**config.mk**
```make
export PLATFORM = sky130hd
export DESIGN_NAME = dmem_arbiter
export DESIGN_NICKNAME = d
export VERILOG_FILES = /design/src/rtl/dmem_arbiter.sv
export SDC_FILE = /design/constraint.sdc
export NUM_CORES = 1
export LEC_CHECK = 0
export ABC_AREA = 1
export CORE_MARGIN = 2
export CORE_UTILIZATION = 44
export DETAILED_ROUTE_END_ITERATION = 8
export GPL_ROUTABILITY_DRIVEN = 0
export PLACE_DENSITY = 0.94
export SYNTH_ARGS = -nofsm -noshare
export SYNTH_HDL_FRONTEND = slang
export SYNTH_SLANG_ARGS = --single-unit
```
**constraint.sdc**
```tcl
create_clock -name clkR -period 4.65 [get_ports clkR]
set_input_delay 0.93 -clock clkR [delete_from_list [all_inputs] [get_ports clkR]]
set_output_delay 0.93 -clock clkR [all_outputs]
set_load 0.03 [all_outputs]
```
**src/rtl/dmem_arbiter.sv**
```systemverilog
// dmem_arbiter: two-requester round-robin arbiter in front of a single data memory.
// One transaction in flight at a time: IDLE (grant) -> ACCESS (memory strobe) -> RESP.
// Misaligned or out-of-range requests skip ACCESS and answer with an error in RESP.
// Ports:
//   clkR, resetn                      clock, async active-low reset
//   reqN_valid/ready/we/op/addr/wdata request channel, N=0 core LSU, N=1 debug/loader
//   rspN_valid/err/rdata              one-cycle response pulse to the owning requester
//   mem_MemWr/MemOP/addr/wdata        registered memory command, valid in ACCESS
//   mem_rdata                         memory read data, registered by the memory
module dmem_arbiter #(
    parameter int unsigned DEPTH = 2048
) (
    input  logic        clkR,
    input  logic        resetn,
    input  logic        req0_valid,
    output logic        req0_ready,
    input  logic        req0_we,
    input  logic [2:0]  req0_op,
    input  logic [31:0] req0_addr,
    input  logic [31:0] req0_wdata,
    output logic        rsp0_valid,
    output logic        rsp0_err,
    output logic [31:0] rsp0_rdata,
    input  logic        req1_valid,
    output logic        req1_ready,
    input  logic        req1_we,
    input  logic [2:0]  req1_op,
    input  logic [31:0] req1_addr,
    input  logic [31:0] req1_wdata,
    output logic        rsp1_valid,
    output logic        rsp1_err,
    output logic [31:0] rsp1_rdata,
    output logic        mem_MemWr,
    output logic [2:0]  mem_MemOP,
    output logic [31:0] mem_addr,
    output logic [31:0] mem_wdata,
    input  logic [31:0] mem_rdata
);

    localparam logic [32:0] LAST_ADDR = 33'(DEPTH - 1);

    typedef enum logic [1:0] {
        IDLE   = 2'd0,
        ACCESS = 2'd1,
        RESP   = 2'd2
    } state_t;

    state_t      state;
    logic        rr_prio;    // 1: requester 1 has priority on the next grant
    logic        owner;
    logic        we_q;
    logic [2:0]  op_q;

    logic        grant1_c;
    logic        accept_c;
    logic        sel_we_c;
    logic [2:0]  sel_op_c;
    logic [31:0] sel_addr_c;
    logic [31:0] sel_wdata_c;
    logic [32:0] size_c;
    logic [32:0] last_c;
    logic        err_c;
    logic [31:0] load_c;

    // Round-robin winner and request mux
    always_comb begin
        grant1_c    = rr_prio ? req1_valid : !req0_valid;
        req0_ready  = (state == IDLE) && !grant1_c && req0_valid;
        req1_ready  = (state == IDLE) &&  grant1_c && req1_valid;
        accept_c    = req0_ready || req1_ready;
        sel_we_c    = grant1_c ? req1_we    : req0_we;
        sel_op_c    = grant1_c ? req1_op    : req0_op;
        sel_addr_c  = grant1_c ? req1_addr  : req0_addr;
        sel_wdata_c = grant1_c ? req1_wdata : req0_wdata;
    end

    // Alignment and range check; 33-bit sum so addresses near 2^32 cannot wrap
    always_comb begin
        size_c = sel_op_c[2] ? 33'd4 : (sel_op_c[1] ? 33'd2 : 33'd1);
        last_c = {1'b0, sel_addr_c} + size_c - 33'd1;
        err_c  = (sel_op_c[2] && (sel_addr_c[1:0] != 2'b00)) ||
                 (sel_op_c[1] && sel_addr_c[0]) ||
                 (last_c > LAST_ADDR);
    end

    // Load extraction and extension from the memory's registered read data
    always_comb begin
        load_c = 32'd0;
        if (op_q[2]) begin
            load_c = mem_rdata;
        end else if (op_q[1]) begin
            load_c = op_q[0] ? {{16{mem_rdata[15]}}, mem_rdata[15:0]}
                             : {16'd0, mem_rdata[15:0]};
        end else begin
            load_c = op_q[0] ? {{24{mem_rdata[7]}}, mem_rdata[7:0]}
                             : {24'd0, mem_rdata[7:0]};
        end
    end

    // Read data is forced to zero outside a successful load response
    assign rsp0_rdata = (rsp0_valid && !rsp0_err && !we_q) ? load_c : 32'd0;
    assign rsp1_rdata = (rsp1_valid && !rsp1_err && !we_q) ? load_c : 32'd0;

    // Transaction FSM with registered memory command and response flags
    always_ff @(posedge clkR or negedge resetn) begin
        if (!resetn) begin
            state      <= IDLE;
            rr_prio    <= 1'b0;
            owner      <= 1'b0;
            we_q       <= 1'b0;
            op_q       <= 3'd0;
            mem_MemWr  <= 1'b0;
            mem_MemOP  <= 3'd0;
            mem_addr   <= 32'd0;
            mem_wdata  <= 32'd0;
            rsp0_valid <= 1'b0;
            rsp1_valid <= 1'b0;
            rsp0_err   <= 1'b0;
            rsp1_err   <= 1'b0;
        end else begin
            case (state)
                IDLE: begin
                    if (accept_c) begin
                        owner   <= grant1_c;
                        we_q    <= sel_we_c;
                        op_q    <= sel_op_c;
                        rr_prio <= !grant1_c;
                        if (err_c) begin
                            state      <= RESP;
                            rsp0_valid <= !grant1_c;
                            rsp1_valid <= grant1_c;
                            rsp0_err   <= !grant1_c;
                            rsp1_err   <= grant1_c;
                        end else begin
                            state     <= ACCESS;
                            mem_MemWr <= sel_we_c;
                            mem_MemOP <= {sel_op_c[2], sel_op_c[2] | sel_op_c[1], 1'b0};
                            mem_addr  <= sel_addr_c;
                            mem_wdata <= sel_wdata_c;
                        end
                    end
                end
                ACCESS: begin
                    state      <= RESP;
                    mem_MemWr  <= 1'b0;
                    rsp0_valid <= !owner;
                    rsp1_valid <= owner;
                    rsp0_err   <= 1'b0;
                    rsp1_err   <= 1'b0;
                end
                RESP: begin
                    state      <= IDLE;
                    rsp0_valid <= 1'b0;
                    rsp1_valid <= 1'b0;
                    rsp0_err   <= 1'b0;
                    rsp1_err   <= 1'b0;
                end
                default: begin
                    state     <= IDLE;
                    mem_MemWr <= 1'b0;
                end
            endcase
        end
    end

endmodule
```
==> summary.md <==
| Metric | Value |
|---|---|
| Status | completed |
| Ys Warns | 0 |
| Final Worst Setup Slack | approximately 22 ps |
| Final hold viol count | 0 |
| Synth top area cells | dfrtp_1 28%, nand2_1 20%, inv_1 10% |
| CTS tree | built |
| Leakage Power | 5.88 nW |
| Post-synth top area share | 27.9% |
| Post-synth top cells | 384 x nand2_1, 191 x inv_1, 80 x nor2_1 |
| Vias in the first global route | about 8300 |
| Highest Signal Layer | met4 |
| RSZ-0062 raised after global routing | yes |
| Port Buf Inserts | 308 |
| Pin count of the biggest net entering global routing | 80 |
| Synthesized Nets | 1327 |
| Critical Path Fanout Max | 40 |
| Power per cell area | 501 nW/um^2 |
| Die Y | 131 um |
| Final HPWL DP | 21500 um |
| Layout cells sized above 1 | 12.9% |
| Worst vdd ir | 0.000243 V |
| Detail Route met2 WL | 13900 um |
| Startpoint Class | input pin |
| Worst Max-Slew Pin Slew | 1050 ps |
| Worst slew margin relative to its limit | 30.1% |
| P&R area growth vs syn | 58.6% |
| Arrival time worst endpoint | 4830 ps |
| Most numerous cell in the Yosys netlist | nand2_1 |
| Max-cap check violation count | 0 |
| Yosys cell types | 42 |
| Initial antenna violation count | 1 |
| Gr usage total | between 30% and 40% |
| Final core utilization | 71.0% |
| Cell area after synthesis | about 7000 sq um |
| Post-route DRC | 0 |
| Die Wd | 131 um |
| Io pins | between 300 and 400 |
| Setup_tns | 0 ps |
| Cell count after synthesis | between 1000 and 1500 |
| Post-synth top area cell | dfrtp_1 |
| Tmin final | 4630 ps |
| Cts bufs inserted | 9 |
| Inst Count DP | 1670 |
| Iteration-0 DRC Markers | around 700 |
| EDFF count, synth | 0 |
| Drt pass-1 iters | 6 |
| # nets final | 1681 |
| Crit-path max cell delay | 510 ps |
| CORE AREA | 15800 sq um |
| Fill cell count | about 1100 |
| Starting Density | 44.8% |
| Root Driver | clkbuf_16 |
| Clk_skew | 6.95 ps |
| Antenna Nets Post-Route | 0 |
| Vias per cell | a little over 5 |
| Metal3 WL | around 2000 um |
| Final period util | 99.5% |
| Avg Inst Size Synth | 6.34 sq um |
| WS Path Type | in2reg |
| Row Count | 46 |
| Worst Hold Class | reg2reg |
| H-tree depth | 3 |
| Clk slew on worst S/H paths | 60 ps |
| Clock Sinks | 79 |
| Crit-path slowest cell | clkdlybuf4s50_1 |
| Main synth FF type | dfrtp_1 |
| WP data required | just under 5000 ps |
| Most used cell, CP | nand2_1 |
| Final wirelength | 27400 um |
| FFs w/ async S/R, synth | 100% |
| Fmax | 216 MHz |
| Critical Path End Type | flip-flop |
| Later-pin clock latency in the skew report | 350 ps |
| Slew Viols, Final | 0 |
| Dpl ws | -331 ps |
| Wire per inst | about 16 um |
| Post-synthesis sequential area ratio | 27.9% |
| Max clock buf depth | 2 |
| Via Count | between 8000 and 9000 |
| Metal-1 WL | 10300 um |
| Finished Layout Cells | 1694 |
| Post-CTS Hold Fix Bufs | 0 |
| DIE AREA | 17100 sq um |
| Flops & latches, synth | 79 |
| First-pass GRT wire length | 40500 um |
| Setup-failing EPs final | 0 |
| Congestion Overflow GR | 0 |
[final timing paths]
path                                from             to  slack [ps]  depth (start not counted)
hold reg to reg            mem_wdata[27]  mem_wdata[27]         490                          2
setup reg to reg                 rr_prio   mem_addr[13]         530                         25
setup / recovery              req1_valid   mem_addr[13]          20                         26
min in group asynchronous         resetn   mem_addr[27]         740                          1
hold / removal             mem_wdata[27]  mem_wdata[27]         490                          2
max in group asynchronous         resetn   mem_addr[11]        3200                          1
[logic make-up (layout without fill, tap and decap cells)]
kind of cell               after synthesis  after routing  share of synthesized area, %
and+or+nand+nor                        582            582                          34.9
buffers and inverters                  233            591                          13.5
AOI/OAI and AO/OA                      147            148                          11.7
DFF                                     79             79                          27.9
adders and majority gates               38             38                          6.81
muxes                                   33             33                          4.66
xor gates and xnor gates                 4              4                         0.494
other                                    1              3                        0.0529
[power by group]
part | internal [mW] | switching (mW)
logic | 1.59 | 2.50
clock network | 0.439 | 0.315
registers | 0.735 | 0.0627
total | 2.76 | 2.88
[repair_timing]
item / in CTS / in global routing
resized for setup: 1 / 45
setup buffers: 0 / 4
endpoints found under the setup margin: 1 / 73
hold endpoints to repair: 0 / 0
cloned: 0 / 2
pin swaps: 0 / 3
[stage by stage]
step	total power, mW	hold WS (ps)	area [sq um]
after floorplan	3.33	473	7090
after global placement	4.53	459	10800
after detailed placement	4.65	474	10800
after CTS	5.43	489	11100
after global routing	6.08	505	11200
final	5.64	486	11200
[cell type report]
class                   count  area [sq um]  area share, %
inverters                 201           754           6.71
clock buffers              10           239           2.13
well taps                 216           270           2.40
repair buffers            374          3650           32.5
flip-flops and latches     79          1980           17.6
multi-input cells         806          4270           38.0
diodes                      2          5.00         0.0445
clock inverters             6          72.6          0.646
[sequential cells by signal, summed over array words and instances, names as in the netlist]
name / count
rsp0_valid: 1
rsp1_err: 1
owner: 1
mem_wdata: 32
mem_MemOP: 2
we_q: 1
mem_addr: 32
rr_prio: 1
op_q: 3
rsp0_err: 1
mem_MemWr: 1
rsp1_valid: 1
state: 2
[cells in the final DEF (no fill, tap or decap), types with 3 or more instances in the layout]
master and n:
nand3_1 43, clkinv_1 3, o21ai_2 28, nand2_1 382
inv_2 7, mux2i_1 33, o21bai_1 5, o21ai_1 56
inv_6 4, inv_1 191, nand2_2 14, a21oi_1 30
clkdlybuf4s50_1 306, a21oi_2 5, nand4_1 9, clkbuf_16 10
nand3b_1 6, or2_2 28, nor2_1 76, dfrtp_1 79
o21ai_0 17, ha_1 32, buf_4 62, nor3_1 3
ha_2 5, nor2_2 9, buf_12 3
[per-layer routing]
| metal | up-vias | GRT usage (%) |
|---|---|---|
| li1 | 4170 | - |
| met1 | 3997 | 33.4 |
| met3 | 112 | 6.80 |
| met4 | 0 | 16.7 |
| met5 | - | 0 |
| met2 | 407 | 53.6 |
[worst max-delay path: cells and delay by family]
family                     cells  cell delay, ps
adders and majority gates      1             350
and+or+nand+nor               15            1850
buffers and inverters          7            1250
AOI/OAI and AO/OA              3             440
Power figures use the tool's default switching activity.
